$ cat src/rtl/unpacker_read_scheduler_if.sv
`default_nettype none
// ============================================================================
// Module   : unpacker_read_scheduler_if
// Brief    : Requester FIFO, converter and unpacked-output signals of the
//            shared unpacker read scheduler.
// Revision : 1.0 - initial release
// ============================================================================
interface unpacker_read_scheduler_if #(
    parameter int NUM_REQ   = 4,
    parameter int IN_WIDTH  = 128,
    parameter int OUT_WIDTH = 64,
    parameter int BURST_W   = 8
);
    logic [BURST_W-1:0]          burst_len;
    logic [NUM_REQ-1:0]          req_valid;
    logic [NUM_REQ*IN_WIDTH-1:0] req_data;
    logic [NUM_REQ-1:0]          req_pop;
    logic                        cv_read_req;
    logic                        cv_read_ready;
    logic [IN_WIDTH-1:0]         cv_read_data;
    logic                        cv_write_req;
    logic [OUT_WIDTH-1:0]        cv_write_data;
    logic [NUM_REQ-1:0]          out_valid;
    logic [OUT_WIDTH-1:0]        out_data;
    logic [NUM_REQ-1:0]          grant;
    logic                        busy;

    // Environment side: requester FIFOs, converter and consumers.
    modport master (
        output burst_len, req_valid, req_data, cv_read_req, cv_write_req, cv_write_data,
        input  req_pop, cv_read_ready, cv_read_data, out_valid, out_data, grant, busy
    );

    // Scheduler side.
    modport slave (
        input  burst_len, req_valid, req_data, cv_read_req, cv_write_req, cv_write_data,
        output req_pop, cv_read_ready, cv_read_data, out_valid, out_data, grant, busy
    );
endinterface
`default_nettype wire

$ cat src/rtl/unpacker_read_scheduler.sv
`default_nettype none
// ============================================================================
// Module   : unpacker_read_scheduler
// Brief    : Round-robin burst scheduler sharing one packed-to-unpacked
//            converter among NUM_REQ FIFOs. Optional counters under
//            macro UNPACK_SCHED_STATS_EN (stat_bursts, stat_words).
// Revision : 1.0 - initial release
// ============================================================================
module unpacker_read_scheduler #(
    parameter int NUM_REQ   = 4,
    parameter int IN_WIDTH  = 128,
    parameter int OUT_WIDTH = 64,
    parameter int BURST_W   = 8
) (
    input  wire logic clk,
    input  wire logic reset,
    unpacker_read_scheduler_if.slave bus
`ifdef UNPACK_SCHED_STATS_EN
    ,
    output logic [31:0] stat_bursts,
    output logic [31:0] stat_words
`endif
);
    localparam int c_RATIO  = (IN_WIDTH + OUT_WIDTH - 1) / OUT_WIDTH;
    localparam int c_IDX_W  = $clog2(NUM_REQ);
    localparam int c_EMIT_W = BURST_W + $clog2(c_RATIO) + 1;

    typedef enum logic [1:0] {
        ST_IDLE   = 2'd0,
        ST_STREAM = 2'd1,
        ST_DRAIN  = 2'd2
    } state_t;

    state_t               r_state,   w_state_nxt;
    logic [NUM_REQ-1:0]   r_grant,   w_grant_nxt;
    logic [c_IDX_W-1:0]   r_gidx,    w_gidx_nxt;
    logic [c_IDX_W-1:0]   r_ptr,     w_ptr_nxt;
    logic [BURST_W-1:0]   r_blen,    w_blen_nxt;
    logic [BURST_W-1:0]   r_issued,  w_issued_nxt;
    logic [c_EMIT_W-1:0]  r_emitted, w_emitted_nxt;

    logic                 w_pick_found;
    logic [c_IDX_W-1:0]   w_pick_idx;
    logic                 w_cur_valid;
    logic                 w_pop;
    logic                 w_wr;
    logic                 w_read_ready;
    logic [BURST_W:0]     w_issued_ext;
    logic [c_EMIT_W-1:0]  w_target;

    // Round-robin search: walk offsets high to low so the lowest offset from the pointer wins.
    always_comb begin
        int j;
        j            = 0;
        w_pick_idx   = r_ptr;
        w_pick_found = 1'b0;
        for (int k = NUM_REQ - 1; k >= 0; k--) begin
            j = int'(r_ptr) + k;
            if (j >= NUM_REQ) j = j - NUM_REQ;
            if (bus.req_valid[c_IDX_W'(j)]) begin
                w_pick_idx   = c_IDX_W'(j);
                w_pick_found = 1'b1;
            end
        end
    end

    assign w_cur_valid  = bus.req_valid[r_gidx];
    assign w_pop        = (r_state == ST_STREAM) && bus.cv_read_req;
    assign w_wr         = bus.cv_write_req && (r_state != ST_IDLE);
    assign w_issued_ext = {1'b0, r_issued} + {{BURST_W{1'b0}}, w_pop};
    assign w_target     = c_EMIT_W'(r_issued) * c_EMIT_W'(c_RATIO);

    always_comb begin
        w_state_nxt   = r_state;
        w_grant_nxt   = r_grant;
        w_gidx_nxt    = r_gidx;
        w_ptr_nxt     = r_ptr;
        w_blen_nxt    = r_blen;
        w_issued_nxt  = r_issued;
        w_emitted_nxt = r_emitted;
        w_read_ready  = 1'b0;

        if (w_wr) w_emitted_nxt = r_emitted + c_EMIT_W'(1);

        case (r_state)
            ST_IDLE: begin
                if (w_pick_found) begin
                    w_state_nxt   = ST_STREAM;
                    w_grant_nxt   = {{(NUM_REQ-1){1'b0}}, 1'b1} << w_pick_idx;
                    w_gidx_nxt    = w_pick_idx;
                    w_blen_nxt    = (bus.burst_len == '0) ? BURST_W'(1) : bus.burst_len;
                    w_issued_nxt  = '0;
                    w_emitted_nxt = '0;
                end
            end
            ST_STREAM: begin
                w_read_ready = w_cur_valid && (r_issued < r_blen);
                if (w_pop) w_issued_nxt = w_issued_ext[BURST_W-1:0];
                // A pop coinciding with the exit is still counted and drained.
                if ((w_issued_ext == {1'b0, r_blen}) || (!w_cur_valid && !w_pop))
                    w_state_nxt = ST_DRAIN;
            end
            ST_DRAIN: begin
                if (r_emitted == w_target) begin
                    w_state_nxt = ST_IDLE;
                    w_grant_nxt = '0;
                    w_ptr_nxt   = (r_gidx == c_IDX_W'(NUM_REQ - 1)) ? '0 : r_gidx + c_IDX_W'(1);
                end
            end
            default: begin
                w_state_nxt = ST_IDLE;
                w_grant_nxt = '0;
            end
        endcase
    end

    always_ff @(posedge clk) begin
        if (reset) begin
            r_state   <= ST_IDLE;
            r_grant   <= '0;
            r_gidx    <= '0;
            r_ptr     <= '0;
            r_blen    <= '0;
            r_issued  <= '0;
            r_emitted <= '0;
        end else begin
            r_state   <= w_state_nxt;
            r_grant   <= w_grant_nxt;
            r_gidx    <= w_gidx_nxt;
            r_ptr     <= w_ptr_nxt;
            r_blen    <= w_blen_nxt;
            r_issued  <= w_issued_nxt;
            r_emitted <= w_emitted_nxt;
        end
    end

    assign bus.cv_read_ready = w_read_ready;
    assign bus.cv_read_data  = bus.req_data[r_gidx*IN_WIDTH +: IN_WIDTH];
    assign bus.req_pop       = r_grant & {NUM_REQ{w_pop}};
    assign bus.out_valid     = r_grant & {NUM_REQ{w_wr}};
    assign bus.out_data      = bus.cv_write_data;
    assign bus.grant         = r_grant;
    assign bus.busy          = (r_state != ST_IDLE);

`ifdef UNPACK_SCHED_STATS_EN
    logic [31:0] r_stat_bursts;
    logic [31:0] r_stat_words;

    always_ff @(posedge clk) begin
        if (reset) begin
            r_stat_bursts <= '0;
            r_stat_words  <= '0;
        end else begin
            if ((r_state == ST_DRAIN) && (w_state_nxt == ST_IDLE) && (r_issued != '0))
                r_stat_bursts <= r_stat_bursts + 32'd1;
            if (|bus.out_valid)
                r_stat_words <= r_stat_words + 32'd1;
        end
    end

    assign stat_bursts = r_stat_bursts;
    assign stat_words  = r_stat_words;
`endif
endmodule
`default_nettype wire

$ cat src/flat_wrapper.sv
// flat-port wrapper written by rule: the top's interface ports become plain ports
module unpacker_read_scheduler_flat 
#(
    parameter int NUM_REQ   = 4,
    parameter int IN_WIDTH  = 128,
    parameter int OUT_WIDTH = 64,
    parameter int BURST_W   = 8
)
  (clk, reset, bus_burst_len, bus_req_valid, bus_req_data, bus_cv_read_req, bus_cv_write_req, bus_cv_write_data, bus_req_pop, bus_cv_read_ready, bus_cv_read_data, bus_out_valid, bus_out_data, bus_grant, bus_busy);
  unpacker_read_scheduler_if #(.NUM_REQ(NUM_REQ), .IN_WIDTH(IN_WIDTH), .OUT_WIDTH(OUT_WIDTH), .BURST_W(BURST_W)) bus_i ();
  input  wire logic clk;
  input  wire logic reset;
  input wire logic [$bits(bus_i.burst_len)-1:0] bus_burst_len;
  input wire logic [$bits(bus_i.req_valid)-1:0] bus_req_valid;
  input wire logic [$bits(bus_i.req_data)-1:0] bus_req_data;
  input wire logic [$bits(bus_i.cv_read_req)-1:0] bus_cv_read_req;
  input wire logic [$bits(bus_i.cv_write_req)-1:0] bus_cv_write_req;
  input wire logic [$bits(bus_i.cv_write_data)-1:0] bus_cv_write_data;
  output wire logic [$bits(bus_i.req_pop)-1:0] bus_req_pop;
  output wire logic [$bits(bus_i.cv_read_ready)-1:0] bus_cv_read_ready;
  output wire logic [$bits(bus_i.cv_read_data)-1:0] bus_cv_read_data;
  output wire logic [$bits(bus_i.out_valid)-1:0] bus_out_valid;
  output wire logic [$bits(bus_i.out_data)-1:0] bus_out_data;
  output wire logic [$bits(bus_i.grant)-1:0] bus_grant;
  output wire logic [$bits(bus_i.busy)-1:0] bus_busy;
  assign bus_i.burst_len = bus_burst_len;
  assign bus_i.req_valid = bus_req_valid;
  assign bus_i.req_data = bus_req_data;
  assign bus_i.cv_read_req = bus_cv_read_req;
  assign bus_i.cv_write_req = bus_cv_write_req;
  assign bus_i.cv_write_data = bus_cv_write_data;
  assign bus_req_pop = bus_i.req_pop;
  assign bus_cv_read_ready = bus_i.cv_read_ready;
  assign bus_cv_read_data = bus_i.cv_read_data;
  assign bus_out_valid = bus_i.out_valid;
  assign bus_out_data = bus_i.out_data;
  assign bus_grant = bus_i.grant;
  assign bus_busy = bus_i.busy;
  unpacker_read_scheduler #(.NUM_REQ(NUM_REQ), .IN_WIDTH(IN_WIDTH), .OUT_WIDTH(OUT_WIDTH), .BURST_W(BURST_W)) u_core (.clk(clk), .reset(reset), .bus(bus_i));
endmodule
$ cat config.mk
export PLATFORM = sky130hd
export DESIGN_NAME = unpacker_read_scheduler_flat
export DESIGN_NICKNAME = d
export VERILOG_FILES = /design/src/rtl/unpacker_read_scheduler_if.sv /design/src/rtl/unpacker_read_scheduler.sv /design/src/flat_wrapper.sv
export SDC_FILE = /design/constraint.sdc
export NUM_CORES = 1
export LEC_CHECK = 0
export CORE_AREA = 10 10 301 303
export DETAILED_ROUTE_END_ITERATION = 7
export DIE_AREA = 0 0 311 313
export GPL_TIMING_DRIVEN = 0
export PLACE_DENSITY_LB_ADDON = 0.1
export SYNTH_ARGS = -nofsm -noshare
export SYNTH_HDL_FRONTEND = slang
export SYNTH_SLANG_ARGS = --single-unit
$ cat constraint.sdc
create_clock -name clk -period 2.7 [get_ports clk]
set_input_delay 0.405 -clock clk [delete_from_list [all_inputs] [get_ports clk]]
set_output_delay 0.405 -clock clk [all_outputs]
set_load 0.02 [all_outputs]
==> results of run 1 <==
worst register-to-register path, cell delays in order, from the launching register on:
cell and delay [ns]:
dfxtp_2 0.36, and2b_2 0.28, nand2_1 0.14, inv_2 0.08
ha_2 0.21, ha_4 0.19, xor2_1 0.14, o2111ai_1 0.17
o21ai_0 0.12, a311oi_1 0.26, o2111a_2 0.27, o22ai_1 0.08
where the power goes:
part           internal, uW  switching [uW]  leakage, uW  total [uW]
Sequential              593            80.1     0.000294         674
Clock                   341             248    0.0000736         589
Combinational          2200            2200      0.00488        4390
logic make-up after synthesis:
kind of cell / share of synthesized area (%)
flops: 12.61
compound gates: 7.048
simple gates: 10.57
xor+xnor: 3.217
mux: 51.35
buf+inv: 12.80
fa+ha+maj: 2.407
metal layers:
layer | global-route usage [%] | vias to the layer above | wire length, um
li1 | - | 3458 | -
met1 | 19.88 | 3908 | 34400
met2 | 29.72 | 504 | 42650
met3 | 6.436 | 122 | 7651
met4 | 0.5793 | 48 | 761
met5 | 0 | - | 309
layout by cell type (no fill, tap or decap), types with 6 or more instances in the layout:
cell               n
inv_1             12
xor2_1             7
nand3_1           10
buf_2              8
a21oi_1           30
or3_1              7
buf_8              8
buf_4             68
mux4_2           129
clkbuf_1           6
diode_2            6
clkbuf_2          13
o21ai_0           13
xnor2_1           14
nand2_1           32
ha_1               9
nor2_1            28
dlymetal6s2s_1    19
clkdlybuf4s50_1  621
dfxtp_1           34
and3_1             9
dlygate4sd2_1     78
path summary, 6_finish.rpt:
path / from / endpoint / slack, ns
hold / removal: u_core.r_blen[7]$_SDFFE_PP0P_ / u_core.r_blen[7]$_SDFFE_PP0P_ / 0.50
setup / recovery: u_core.r_gidx[0]$_SDFFE_PP0P_ / bus_cv_read_data[62] / 0.03
hold reg to reg: u_core.r_blen[7]$_SDFFE_PP0P_ / u_core.r_blen[7]$_SDFFE_PP0P_ / 0.50
setup reg to reg: u_core.r_state[1]$_SDFFE_PP0P_ / u_core.r_state[0]$_SDFFE_PP0P_ / 0.26
through the flow:
stage / total power, uW / std cells / hold WS (ns) / TNS, ns
after CTS: 5786 / 2390 / 0.5123 / -5.086
after global placement: 5315 / 2382 / 0.4933 / -90.35
after detailed placement: 5297 / 2382 / 0.5007 / -93.40
after floorplan: 2713 / 506 / 0.4495 / 0
after global routing: 5991 / 2391 / 0.5348 / -1.133
final: 5655 / 2396 / 0.4975 / 0
sequential cells by signal (all words and copies together) (netlist names):
register,cells
u_core.bus.grant,4
u_core.r_blen,8
u_core.r_emitted,10
u_core.r_gidx,2
u_core.r_issued,8
u_core.r_ptr,2
u_core.r_state,2
what timing repair did:
item | 4_1_cts | 5_1_grt
pin swaps | 0 | 2
gates resized for setup | 157 | 62
setup endpoints to repair | 136 | 100
layout make-up:
type | instances | area [um2] | area share [%]
timing repair buffer | 732 | 7238 | 49.05
multi-input combinational | 349 | 4287 | 29.05
tap | 1144 | 1431 | 9.700
buffer | 108 | 867.1 | 5.876
sequential | 36 | 725.7 | 4.918
clock buffer | 5 | 125.1 | 0.8479
inverter | 13 | 48.80 | 0.3307
clock inverter | 3 | 18.77 | 0.1272
antenna | 6 | 15.01 | 0.1017
==> flow_summary.ini, run 1 <==
[die]
die_w_um = 311
die-area_mm2 = 0.09734
coreArea_mm2 = 0.08461
io-pin-count = 798
start_util_pct = 6.756
die_h_um = 313
rows = 107

[timing]
fin_ws_ns = 0.02935
layout_min_cycle_time_ns = 2.671
min_period_over_period_pct = 98.91
drv_slew = 0
hold_viol_final = 0
finalSetupViolCount = 0
fin_worst_skew_ns = 0.005205
fmax_ghz = 0.3744
rsz0062_at_grt = yes
worst_slew_pin_slew_ns = 0.5912
max-slew-margin-rel_pct = 60.58

[synth]
yosysWarnings = 0
mappedNetlistNets = 1109
synth_top_area_cell = mux4_2
yosysSeqAreaShare_pct = 12.61
synth_area_mm2 = 0.005717
synth-edff-count = 0
ys_top_cells_by_area = mux4_2 51%, dfxtp_1 13%, buf_4 8.4%
synth-async-reset-ratio_pct = 0
ys_ff_latch = 36
synth_cell_types = 46
syn_inst = 506
synth.avg_cell_area_um2 = 11.30
synth_commonest_cells = 129 x mux4_2, 64 x buf_4, 36 x dfxtp_1
ys_dominant_reg_cell = dfxtp_1
synth.most_common_cell = mux4_2
yosysTopAreaCellShare_pct = 50.82

[setup_path]
crit_path_end_kind = output port
critical-path-max-stage-delay_ns = 0.60
cp_data_required_time_ns = 2.30
cp_top_family = buffers and inverters
crit_cells = 4
cpMaxStageDelayCell = clkdlybuf4s50_1
startpoint_type = flip-flop
r2r_cells = 11
worst-path-buf-inv = 3
path_cells = clkbuf_4, buf_4, mux4_2, clkdlybuf4s50_1
crit_fanout = 10
crit_type = reg2out
worstPathArrival_ns = 2.27

[global_routing]
globalRouteOverflowTotal = 0
grt_use_total_pct = 16.74
antenna_found_initial = 80
grt_max_degree = 13
grt_pass1_vias = 8437
grt_pass1_wl_um = 105800

[drt]
drt-total-wl_um = 85770
routedWlPerCell_um = 35.80
drc_errors = 0
drt_iter0_markers = 316
first_pass_iters = 4
drtAntennaViolNets = 0
avgViaCountPerCell = 3.356
num_vias = 8040

[placed_design]
io_buffers = 732
dpl.hpwl_um = 80400
pre_cts_ws_ns = -1.419
placed_cell_area_mm2 = 0.01448
place.gp.congestion = 0.8552

[pwr]
ir_worst_vdd_uv = 224.7
p_per_area_mw_per_mm2 = 383.2
p_leak_uw = 0.005247

[cts]
cts.sinks = 36
path_clk_slew_ns = 0.06
clock_path_buffers = 2
htree_levels = 2
postCtsHoldBufs = 0
cts_tree = built
root_buffer = clkbuf_16
cts_buffers = 5
post_cts_buffers = 0
insertion_delay_ns = 0.29

[layout]
drive_gt1_share_pct = 21.11
post-route-util_pct = 17.44
fillCellCount = 9481
final_nets = 1848
fin_area_mm2 = 0.01476
syn2layout_area_growth_pct = 158.1

[run]
cap_violations = 0

[worst_hold_path]
hold_path.class = reg2reg
worstHoldPathCells = 2

[run_status]
outcome = complete, no violations
(Power assumes the default switching activity.)
==> inputs of run 2 (changes only) <==
- CTS_CLUSTER_SIZE: default -> 8
==> results of run 2 <==
Final layout, timing and power as in run 1 (identical DEF).
==> inputs of run 3 (changes only) <==
- CORE_AREA: 10 10 301 303 -> 2 2 311 313
- DIE_AREA: 0 0 311 313 -> 0 0 313 315
==> run 3 against run 2 <==
Against the previous run: combinational power decreased by 2%; clock skew about the same; register-to-register slack got worse by 0.07 ns; final cell count increased by 5.6%; critical path depth increased by 1.
==> flow_summary.ini, run 3 (synthesis results as in run 1) <==
[run_status]
outcome = complete, no violations

[pwr]
seqPwrFrac_pct = 11.7
p_comb_share_pct = 75.5
p_sw_share_pct = 42.82
p_leak_uw = 0.005117
p_per_area_mw_per_mm2 = 383.0
ir_worst_vdd_uv = 199.4
internal_power_uw = 3268
switching_power_uw = 2447
p_clk_share_pct = 12.8
finalPower_uw = 5716

[layout]
final_nets = 1848
final_common_cell = clkdlybuf4s50_1
top_register = u_core.r_emitted
fillCellCount = 10690
post-route-util_pct = 15.59
drive_gt1_share_pct = 20.71
instances_no_fill = 2531
top_regs = u_core.r_emitted x10, u_core.r_blen x8, u_core.r_issued x8
largest_reg_flops = 10
final_cell_mix = 630 x clkdlybuf4s50_1, 129 x mux4_2, 89 x dlygate4sd2_1, 65 x buf_4, 35 x dfxtp_1
syn2layout_area_growth_pct = 161.0

[timing]
finalSetupViolCount = 0
fin_worst_skew_ns = 0.005018
layout_min_cycle_time_ns = 2.617
max-slew-margin-rel_pct = 57.85
fmax_ghz = 0.3822
fin_hold_ws_ns = 0.5017
hold_viol_final = 0
worst_slew_pin_slew_ns = 0.6323
drv_slew = 0
min_period_over_period_pct = 96.91

[die]
start_util_pct = 5.973
die_w_um = 313
rows = 114
die-area_mm2 = 0.09860
die_h_um = 315
coreArea_mm2 = 0.09571
io-pin-count = 798

[drt]
routedWlPerCell_um = 31.64
avgViaCountPerCell = 3.199
drtAntennaViolNets = 0
drt_iter0_markers = 338
num_vias = 8097
drc_errors = 0
drt-total-wl_um = 80080
first_pass_iters = 4

[setup_path]
crit_path_end_kind = output port
startpoint_type = flip-flop
crit_fanout = 10
cp_data_required_time_ns = 2.30
worstPathArrival_ns = 2.21
crit_type = reg2out
cpMaxStageDelayCell = mux4_2
path_cells = clkbuf_8, clkbuf_16, buf_8, mux4_2, dlygate4sd2_1
cp_top_family = buffers and inverters
worst-path-buf-inv = 4
critical-path-max-stage-delay_ns = 0.58

[cts]
path_clk_slew_ns = 0.06
clock_path_buffers = 2
root_buffer = clkbuf_16
htree_levels = 2
insertion_delay_ns = 0.29
postCtsHoldBufs = 0
cts.sinks = 36
cts_tree = built
cts_buffers = 5
post_cts_buffers = 0

[worst_hold_path]
hold_path.class = reg2reg

[placed_design]
place_inst = 2514
dpl.hpwl_um = 75120
place.gp.congestion = 0.8287
io_buffers = 732

[global_routing]
grt_pass1_vias = 8116
grt_max_degree = 12
grt_pass1_wl_um = 97230
antenna_found_initial = 89
globalRouteOverflowTotal = 0
grt_use_total_pct = 15.44

[run]
cap_violations = 0
==> run 3: changes by cell type in the layout (fill, tap and decap cells not counted), sizes merged <==
cell	delta
bufinv	+1
clkinv	-3
clkdlybuf4s50	+9
dlymetal6s2s	-18
clkbuf	-4
dlygate4sd2	+11
diode	+3
clkdlybuf4s15	+1
buf	+3
==> run 3: final cells by class <==
type | count | area [um2] | share of cell area, %
Buffer | 108 | 867.1 | 5.810
Tap cell | 1276 | 1597 | 10.70
Antenna cell | 9 | 22.52 | 0.1509
Sequential cell | 36 | 724.4 | 4.855
Clock inverter | 1 | 30.03 | 0.2012
Timing Repair Buffer | 732 | 7194 | 48.21
Multi-Input combinational cell | 349 | 4287 | 28.72
Clock buffer | 7 | 152.6 | 1.023
Inverter | 13 | 48.80 | 0.3270
==> run 3: power by group through the flow <==
stage | clock network, uW | logic, uW | registers [uW]
floorplan | 0 | 2050 | 661
global placement | 0 | 4550 | 681
detailed placement | 0 | 4540 | 681
CTS | 764 | 4420 | 672
global route | 779 | 4570 | 684
finish | 732 | 4310 | 670
==> run 3: per-layer routing <==
metal	global-route usage (%)	wire length (um)
met1	19.53	33800
met4	1.936	1077
met5	0	174
met3	5.078	6482
met2	26.11	38540
==> run 3: worst register-to-register path: stages, from the launching register on <==
cell	delay, ns
dfxtp_1	0.34
and2b_2	0.29
nand2_1	0.11
inv_1	0.17
ha_2	0.24
and4_1	0.29
nand2_1	0.13
xor2_1	0.17
a311oi_1	0.30
o2111a_2	0.27
o22ai_1	0.08
==> run 3: repair_timing <==
| item | CTS | global route |
|---|---|---|
| resized for setup | 196 | 11 |
| endpoints found under the setup margin | 137 | 10 |
| hold endpoints to repair | 0 | 0 |
==> run 3: per-stage QoR <==
step / setup WS (ns) / TNS, ns / instance area [um2]
CTS: -0.08701 / -0.08701 / 14880
global placement: -1.418 / -111.06 / 14640
global route: -0.001129 / -0.001129 / 14910
finish: 0.08338 / 0 / 14920
floorplan: 0.4594 / 0 / 5717
detailed placement: -1.411 / -116.65 / 14640
==> run 3: final timing paths <==
kind	slack (ns)	end	depth (start not counted)	startpoint
setup / recovery	0.08	bus_cv_read_data[63]	5	u_core.r_gidx[0]$_SDFFE_PP0P_
hold / removal	0.50	u_core.r_blen[7]$_SDFFE_PP0P_	2	u_core.r_blen[7]$_SDFFE_PP0P_
setup reg to reg	0.19	u_core.r_state[0]$_SDFFE_PP0P_	10	u_core.r_state[1]$_SDFFE_PP0P_
hold reg to reg	0.50	u_core.r_blen[7]$_SDFFE_PP0P_	2	u_core.r_blen[7]$_SDFFE_PP0P_
